### config.mk
export PLATFORM = sky130hd
export DESIGN_NAME = bitblaster_controller
export DESIGN_NICKNAME = d
export VERILOG_FILES = /design/src/rtl/bitblaster_controller.sv
export SDC_FILE = /design/constraint.sdc
export NUM_CORES = 1
export LEC_CHECK = 0
export ABC_AREA = 0
export CAP_MARGIN = 40
export CELL_PAD_IN_SITES_DETAIL_PLACEMENT = 1
export CELL_PAD_IN_SITES_GLOBAL_PLACEMENT = 2
export CORE_MARGIN = 2
export CORE_UTILIZATION = 21
export CTS_CLUSTER_DIAMETER = 60
export DETAILED_ROUTE_END_ITERATION = 12
export PLACE_DENSITY = 0.82
export SYNTH_ARGS = -nofsm -noshare
export SYNTH_HDL_FRONTEND = slang
export SYNTH_SLANG_ARGS = --single-unit
export TNS_END_PERCENT = 5
### constraint.sdc
create_clock -name CLKb -period 3.7 [get_ports CLKb]
set_input_delay 0.555 -clock CLKb [delete_from_list [all_inputs] [get_ports CLKb]]
set_output_delay 0.555 -clock CLKb [all_outputs]
set_load 0.01 [all_outputs]
### src/rtl/bitblaster_controller.sv
// bitblaster_controller: timestep sequencer that latches an instruction and issues
// register-file, bus and ALU controls decoded from the current timestep and IR.
module bitblaster_controller (
    input  logic       CLKb,
    input  logic       Clr,
    input  logic       Exec,
    input  logic [9:0] INSTR,
    output logic [9:0] IR,
    output logic       ENW,
    output logic       ENR0,
    output logic       ENR1,
    output logic [1:0] WRA,
    output logic [1:0] RDA0,
    output logic [1:0] RDA1,
    output logic       Extrn,
    output logic       Ain,
    output logic       Gin,
    output logic       Gout,
    output logic [3:0] ALU_FN,
    output logic       Busy,
    output logic       Done,
    output logic [1:0] T
);
    typedef enum logic [1:0] {T0, T1, T2, T3} tstep_e;
    tstep_e     t_q;
    logic [9:0] ir_q;
    logic [3:0] op;
    logic [1:0] rx, ry;
    logic       is_alu, is_load, is_copy, in_t1, in_t2, in_t3;
    assign op      = ir_q[9:6];
    assign rx      = ir_q[5:4];
    assign ry      = ir_q[3:2];
    assign is_alu  = !op[3] && (op[2:1] != 2'b00);
    assign is_load = (op == 4'b0000);
    assign is_copy = (op == 4'b0001);
    assign in_t1   = (t_q == T1);
    assign in_t2   = (t_q == T2);
    assign in_t3   = (t_q == T3);
    // Exec is only looked at in T0, so requests during an operation are dropped.
    always_ff @(posedge CLKb or posedge Clr) begin
        if (Clr) begin
            t_q  <= T0;
            ir_q <= '0;
        end else begin
            case (t_q)
                T0: if (Exec) begin
                    t_q  <= T1;
                    ir_q <= INSTR;
                end
                T1: t_q <= is_alu ? T2 : T0;
                T2: t_q <= T3;
                default: t_q <= T0;
            endcase
        end
    end
    assign IR     = ir_q;
    assign T      = t_q;
    assign Busy   = (t_q != T0);
    assign Extrn  = in_t1 && is_load;
    assign ENR0   = in_t1 && (is_copy || is_alu);
    assign RDA0   = ENR0 ? (is_copy ? ry : rx) : 2'b00;
    assign Ain    = in_t1 && is_alu;
    assign ENR1   = in_t2 && is_alu;
    assign RDA1   = ENR1 ? ry : 2'b00;
    assign Gin    = in_t2 && is_alu;
    assign ALU_FN = Gin ? op : 4'b0000;
    assign Gout   = in_t3 && is_alu;
    // The single register write always coincides with the final step.
    assign ENW    = (in_t1 && (is_load || is_copy)) || (in_t3 && is_alu);
    assign WRA    = ENW ? rx : 2'b00;
    assign Done   = (in_t1 && !is_alu) || (in_t3 && is_alu);
endmodule

==> summary.md, run 1 <==
| Metric | Value |
|---|---|
| Top cell type by total area after synthesis | `dfrtp_1` |
| Post-synthesis adder-cell area fraction | `0` |
| Drt drc | `0` |
| Post-DP HPWL | `around 1700 um` |
| CP Capture Type | `primary output` |
| Vias in the first global route | `673` |
| Final clock period utilization by the worst path | `0.714` |
| Via count | `~650` |
| Initial antenna violation count | `0` |
| Antenna Cells | `0` |
| TritonRoute pass-1 iters | `4` |
| Pin count of the biggest net entering global routing | `13` |
| Crit-path max FO | `10` |
| Detailed Route Iter0 Violations | `6` |
| Die Area | `3700 um^2` |
| Reg2reg end | `IR[3]` |
| Htree depth | `1` |
| Syn nets | `77` |
| Gr usage total | `0.126` |
| Post-synthesis register bit count | `12` |
| Grt total ovfl | `0` |
| WL per Instance | `13.9 um` |
| RSZ-0062 raised after global routing | `no` |
| Hold Startpoint | `IR[0]` |
| Cells on worst reg2reg path | `3` |
| Worst Path Class, Setup | `reg -> out` |
| Power Density | `756 nW/um^2` |
| Vias/cell | `~4.3` |
| Ports | `44` |
| PostCTS Resize Cnt | `0` |
| Clk Latency, worst-skew pair | `0.27 ns` |
| Post-synthesis cell count | `64` |
| CTS Hold Bufs | `0` |
| Setup TNS | `0 ns` |
| Compound-gate portion of the synthesized area | `0.0646` |
| Reg-to-reg critical path startpoint | `T[1]` |
| Final worst path period need | `around 2.6 ns` |
| Num Clock Sinks | `12` |
| Min Hold Slack | `0.511 ns` |
| Synth Area in Simple Gates | `0.280` |
| Worst Path Required | `3.14 ns` |
| Seq/Total Area, Yosys | `0.443` |
| Setup violators final | `0` |
| R2R setup slack | `between 2 and 2.5 ns` |
| Fin worst setup slack | `between 1 and 1.5 ns` |
| Post-synthesis xor/xnor area fraction | `0` |
| CTS Root Buffer Type | `clkbuf_4` |
| Hold endpoint | `IR[0]` |
| Initial Util | `0.222` |
| Power, Total | `0.875 mW` |
| Synth top area share | `0.443` |
| Mapped cell area | `~680 um^2` |
| Status | `finished, final reports clean` |
| Final core utilization | `0.379` |
| Finished Layout Cells | `150` |
| Row count | `20` |
| Chip Width | `a little over 60 um` |
| Post-DP Area | `about 1100 um^2` |
| Max Cap Viol | `0` |
| Filler cells | `359` |
| Ranking of synthesized cells by area | `dfrtp_1 44%, mux2_2 17%, and2_1 7.4%` |
| Synthesized area per cell | `about 11 um^2` |
| Clock transition at path regs | `0.07 ns` |
| Post-route antenna net violation count | `0` |
| Leading cell type in the layout, fill and taps excluded | `clkdlybuf4s50_1` |
| Synth cell types | `22` |
| # Post-CTS Setup Buffers | `0` |
| Cells on Worst Hold Path | `1` |
| Pre-CTS setup slack | `1.34 ns` |
| # nets final | `121` |
| Port Buf Inserts | `42` |
| Crit-path cells | `or3_1 > a21oi_2 > and2_1 > clkdlybuf4s50_1` |
| Fraction of layout cells with a size suffix above 1 | `0.179` |
| Gp weighted congestion | `0.754` |
| Die Ht | `60.8 um` |
| Clock tree from TritonCTS | `done` |
| Launching element type of the critical path | `flip-flop` |
| Portion of netlist area occupied by mux cells | `0.166` |
| Design area | `about 1200 um^2` |
| Cts bufs inserted | `3` |
| Max VDD drop | `0.309 mV` |
| CP peak stage delay | `around 0.54 ns` |
| Final Skew | `between 0.0009 and 0.001 ns` |
| P&R area growth vs syn | `70.5%` |
| Most frequent cells in the layout | `42 x clkdlybuf4s50_1, 12 x dfrtp_1, 10 x mux2_2` |
| Worst Hold Class | `reg -> reg` |
| Fmax | `378 MHz` |
| Syn. warnings | `0` |
| Core footprint | `just over 3000 um^2` |
| Worst EP arrival | `2.09 ns` |
| First-pass GRT wire length | `between 3000 and 4000 um` |
| Main combinational cell family by area after synthesis | `simple AND/OR/NAND/NOR gates` |
| Post-Route WL | `about 2100 um` |
| CP max stage cell | `clkdlybuf4s50_1` |
| Leakage | `0.449 nW` |
| Cell count after placement | `147` |
| Final Hold Fails | `0` |
| CTS Buffer Depth | `2` |
| Final slew viol count | `0` |
==> worst max path at each step <==
stage	endpoint	start	slack (ns)
detailed placement	WRA[1]	T[1]	1.34
floorplan	WRA[0]	T[1]	1.88
global placement	WRA[0]	T[1]	1.37
global route	WRA[0]	T[1]	0.95
finish	WRA[1]	T[1]	1.06
CTS	WRA[1]	T[1]	1.04
==> synth_stat cells <==
master    instances
and3_1            1
nand4b_1          2
dfrtp_1          12
o21ai_1           1
or2_4             1
nor3b_1           1
and2_1            8
buf_2             1
or2_2             1
nor3_2            2
or2_0             1
buf_4             2
nor2_8            1
mux2_2           10
a21oi_2           1
nand2b_1          2
or3_1             2
conb_1            1
o21ai_0           4
inv_1             2
a21oi_1           2
nor2_1            6
==> kinds of logic after synthesis <==
kind of cell | Yosys count
multiplexers | 10
flip-flops | 12
AND/OR/NAND/NOR | 28
AO/OA/AOI/OAI | 8
other | 1
buffers and inverters | 5
==> flip-flops by register name, summed over array words and instances, names as in the netlist <==
name,count
IR,10
T,2
==> layout make-up <==
class	count	area, um^2	share of cell area
Tap cell	44	55.1	0.0476
Timing Repair Buffer	42	420	0.364
Multi-Input combinational cell	47	350	0.303
Clock buffer	3	22.5	0.0195
Inverter	2	7.51	0.00649
Sequential cell	12	300	0.260
==> where the power goes <==
part	internal [mW]	switching (mW)	leakage, nW
clock	0.0377	0.0419	0.0138
sequential	0.196	0.0851	0.142
combinational	0.303	0.211	0.294
==> routing by layer <==
layer / vias up / wire, um / track usage
met2: 21 / 1060 / 0.206
met1: 321 / 870 / 0.156
met4: 0 / 62 / 0.0839
li1: 302 / - / -
met5: - / 0 / 0
met3: 5 / 86 / 0.0149
==> critical path, delay by kind of cell (launching register included) <==
kind            cells  cell delay, ns
flops               1            0.47
buf+inv             1            0.54
compound gates      1            0.23
simple gates        2            0.57
Power figures use the tool's default switching activity.
==> inputs of run 2 (changes only) <==
--- a/config.mk
+++ b/config.mk
@@ -10,10 +10,10 @@
 export CELL_PAD_IN_SITES_DETAIL_PLACEMENT = 1
 export CELL_PAD_IN_SITES_GLOBAL_PLACEMENT = 2
 export CORE_MARGIN = 2
-export CORE_UTILIZATION = 21
+export CORE_UTILIZATION = 19
 export CTS_CLUSTER_DIAMETER = 60
 export DETAILED_ROUTE_END_ITERATION = 12
-export PLACE_DENSITY = 0.82
+export PLACE_DENSITY = 0.75
 export SYNTH_ARGS = -nofsm -noshare
 export SYNTH_HDL_FRONTEND = slang
 export SYNTH_SLANG_ARGS = --single-unit
==> constraint.sdc (replaced) <==
create_clock -name CLKb -period 2.5 [get_ports CLKb]
set_input_delay 0.375 -clock CLKb [delete_from_list [all_inputs] [get_ports CLKb]]
set_output_delay 0.375 -clock CLKb [all_outputs]
set_load 0.01 [all_outputs]
==> summary.md, run 2 (same netlist as run 1, synthesis figures left out) <==
| Metric | Value |
|---|---|
| Die Ht | `63.7 um (+4.8%)` |
| Final core utilization | `0.344 (-0.0350)` |
| Crit-path cells | `or3_1 > a21oi_2 > and2_1 > clkdlybuf4s50_1` |
| Port Buf Inserts | `42 (unchanged)` |
| Htree depth | `1 (unchanged)` |
| Worst Hold Class | `in -> async` |
| Row count | `21 (+5.0%)` |
| Vias in the first global route | `636 (-5.5%)` |
| Fmax | `roughly 420 MHz` |
| Leading cell type in the layout, fill and taps excluded | `clkdlybuf4s50_1` |
| Gp weighted congestion | `0.728 (-3.4%)` |
| RSZ-0062 raised after global routing | `no` |
| P&R area growth vs syn | `71.8%` |
| Crit-path max FO | `10 (unchanged)` |
| Cts bufs inserted | `3 (unchanged)` |
| Fin worst setup slack | `0.123 ns (-0.934 ns)` |
| Reg-to-reg critical path startpoint | `T[1]` |
| Drt drc | `0 (unchanged)` |
| Final worst path period need | `2.38 ns` |
| Ports | `44 (unchanged)` |
| Post-Route WL | `1940 um (-6.8%)` |
| Worst Path Class, Setup | `reg -> out` |
| Final Hold Fails | `0 (unchanged)` |
| Antenna Cells | `0 (unchanged)` |
| Pin count of the biggest net entering global routing | `13 (unchanged)` |
| Final slew viol count | `0 (unchanged)` |
| Post-DP HPWL | `1610 um (-3.9%)` |
| Num Clock Sinks | `12 (unchanged)` |
| Critical Path Source | `T[1]` |
| Initial antenna violation count | `0 (unchanged)` |
| # nets final | `121 (unchanged)` |
| Clk Latency, worst-skew pair | `0.26 ns (about the same)` |
| Post-route antenna net violation count | `0 (unchanged)` |
| Setup violators final | `0 (unchanged)` |
| Die Area | `4060 um^2 (+9.8%)` |
| Max VDD drop | `0.368 mV (+19%)` |
| Via count | `626 (-3.5%)` |
| Worst EP arrival | `2.00 ns (-0.09 ns)` |
| Filler cells | `381 (+6.1%)` |
| CTS Hold Bufs | `0 (unchanged)` |
| Status | `finished, final reports clean` |
| Chip Width | `63.7 um (+4.8%)` |
| CP max stage cell | `clkdlybuf4s50_1` |
| CP Capture Type | `primary output` |
| TritonRoute pass-1 iters | `4 (unchanged)` |
| CP peak stage delay | `0.53 ns (about the same)` |
| # Post-CTS Setup Buffers | `0 (unchanged)` |
| Grt total ovfl | `0 (unchanged)` |
| Clock tree from TritonCTS | `done` |
| Setup TNS | `0 ns (unchanged)` |
| WL per Instance | `12.8 um (-8.0%)` |
| Min Hold Slack | `0.421 ns (-0.0898 ns)` |
| CTS Root Buffer Type | `clkbuf_4` |
| Launching element type of the critical path | `flip-flop` |
| Final clock period utilization by the worst path | `0.951` |
| Vias/cell | `4.12 (-4.8%)` |
| Most frequent cells in the layout | `41 x clkdlybuf4s50_1, 11 x dfrtp_1, 10 x mux2_2` |
| Max Cap Viol | `0 (unchanged)` |
| Initial Util | `0.200 (-0.0221)` |
| CTS Buffer Depth | `2 (unchanged)` |
| Core footprint | `3390 um^2 (+11%)` |
| Gr usage total | `0.106 (-0.0207)` |
| Pre-CTS setup slack | `0.342 ns (-1.00 ns)` |
| Power Density | `1110 nW/um^2 (+46%)` |
| Fraction of layout cells with a size suffix above 1 | `0.198 (+0.0189)` |
| Power, Total | `1.29 mW (+47%)` |
| Clock transition at path regs | `0.07 ns (about the same)` |
| Detailed Route Iter0 Violations | `13 (+7)` |
| First-pass GRT wire length | `3260 um (-1.7%)` |
| Final Skew | `0.00244 ns (+0.00152 ns)` |
| Leakage | `0.467 nW (+3.8%)` |
| Max reg flops | `10 (unchanged)` |
| Worst Path Required | `2.12 ns (-1.02 ns)` |
-- run 2: layout make-up --
| type | instances | area, um^2 | area share |
|---|---|---|---|
| repair buffers | 42 | 423 | 0.363 |
| multi-input cells | 47 | 353 | 0.303 |
| flip-flops and latches | 12 | 302 | 0.259 |
| well taps | 46 | 57.6 | 0.0494 |
| clock buffers | 3 | 22.5 | 0.0193 |
| inverters | 2 | 7.51 | 0.00644 |
-- run 2: timing repair --
action | 4_1_cts | 5_1_grt
gates resized for setup | 0 | 4
setup endpoints to repair | 0 | 10
endpoints found under the hold margin | 0 | 0
-- run 2: final timing paths --
path	to	slack (ns)	cells past startpoint
worst max-delay path	WRA[1]	0.12	4
worst min-delay path	T[0]	0.42	2
worst max register to register	IR[9]	1.07	3
worst min register to register	IR[0]	0.51	1
max in group asynchronous	T[1]	1.74	2
min in group CLKb	IR[0]	0.51	1
-- run 2: per-layer routing --
metal | global-route usage | wire, um | vias to the layer above
met5 | 0 | 0 | -
met2 | 0.170 | 988 | 22
met3 | 0.0317 | 135 | 2
li1 | - | - | 305
met4 | 0.0489 | 27 | 0
met1 | 0.130 | 787 | 297
-- run 2: power breakdown --
group | switching (mW) | internal [mW]
Sequential | 0.131 | 0.291
Clock | 0.0578 | 0.0556
Combinational | 0.305 | 0.450
Total | 0.493 | 0.796
-- run 2: stage by stage --
stage,cells,cell area [um^2]
final,152,1160
after global routing,152,1160
after CTS,152,1160
after detailed placement,149,1140
after global placement,149,1140
after floorplan,64,678
-- run 2: critical path, delay by kind of cell (launching register included) --
| kind | cells | cell delay (ns) |
|---|---|---|
| and+or+nand+nor | 2 | 0.55 |
| buffers and inverters | 1 | 0.53 |
| DFF | 1 | 0.47 |
| AOI/OAI and AO/OA | 1 | 0.20 |
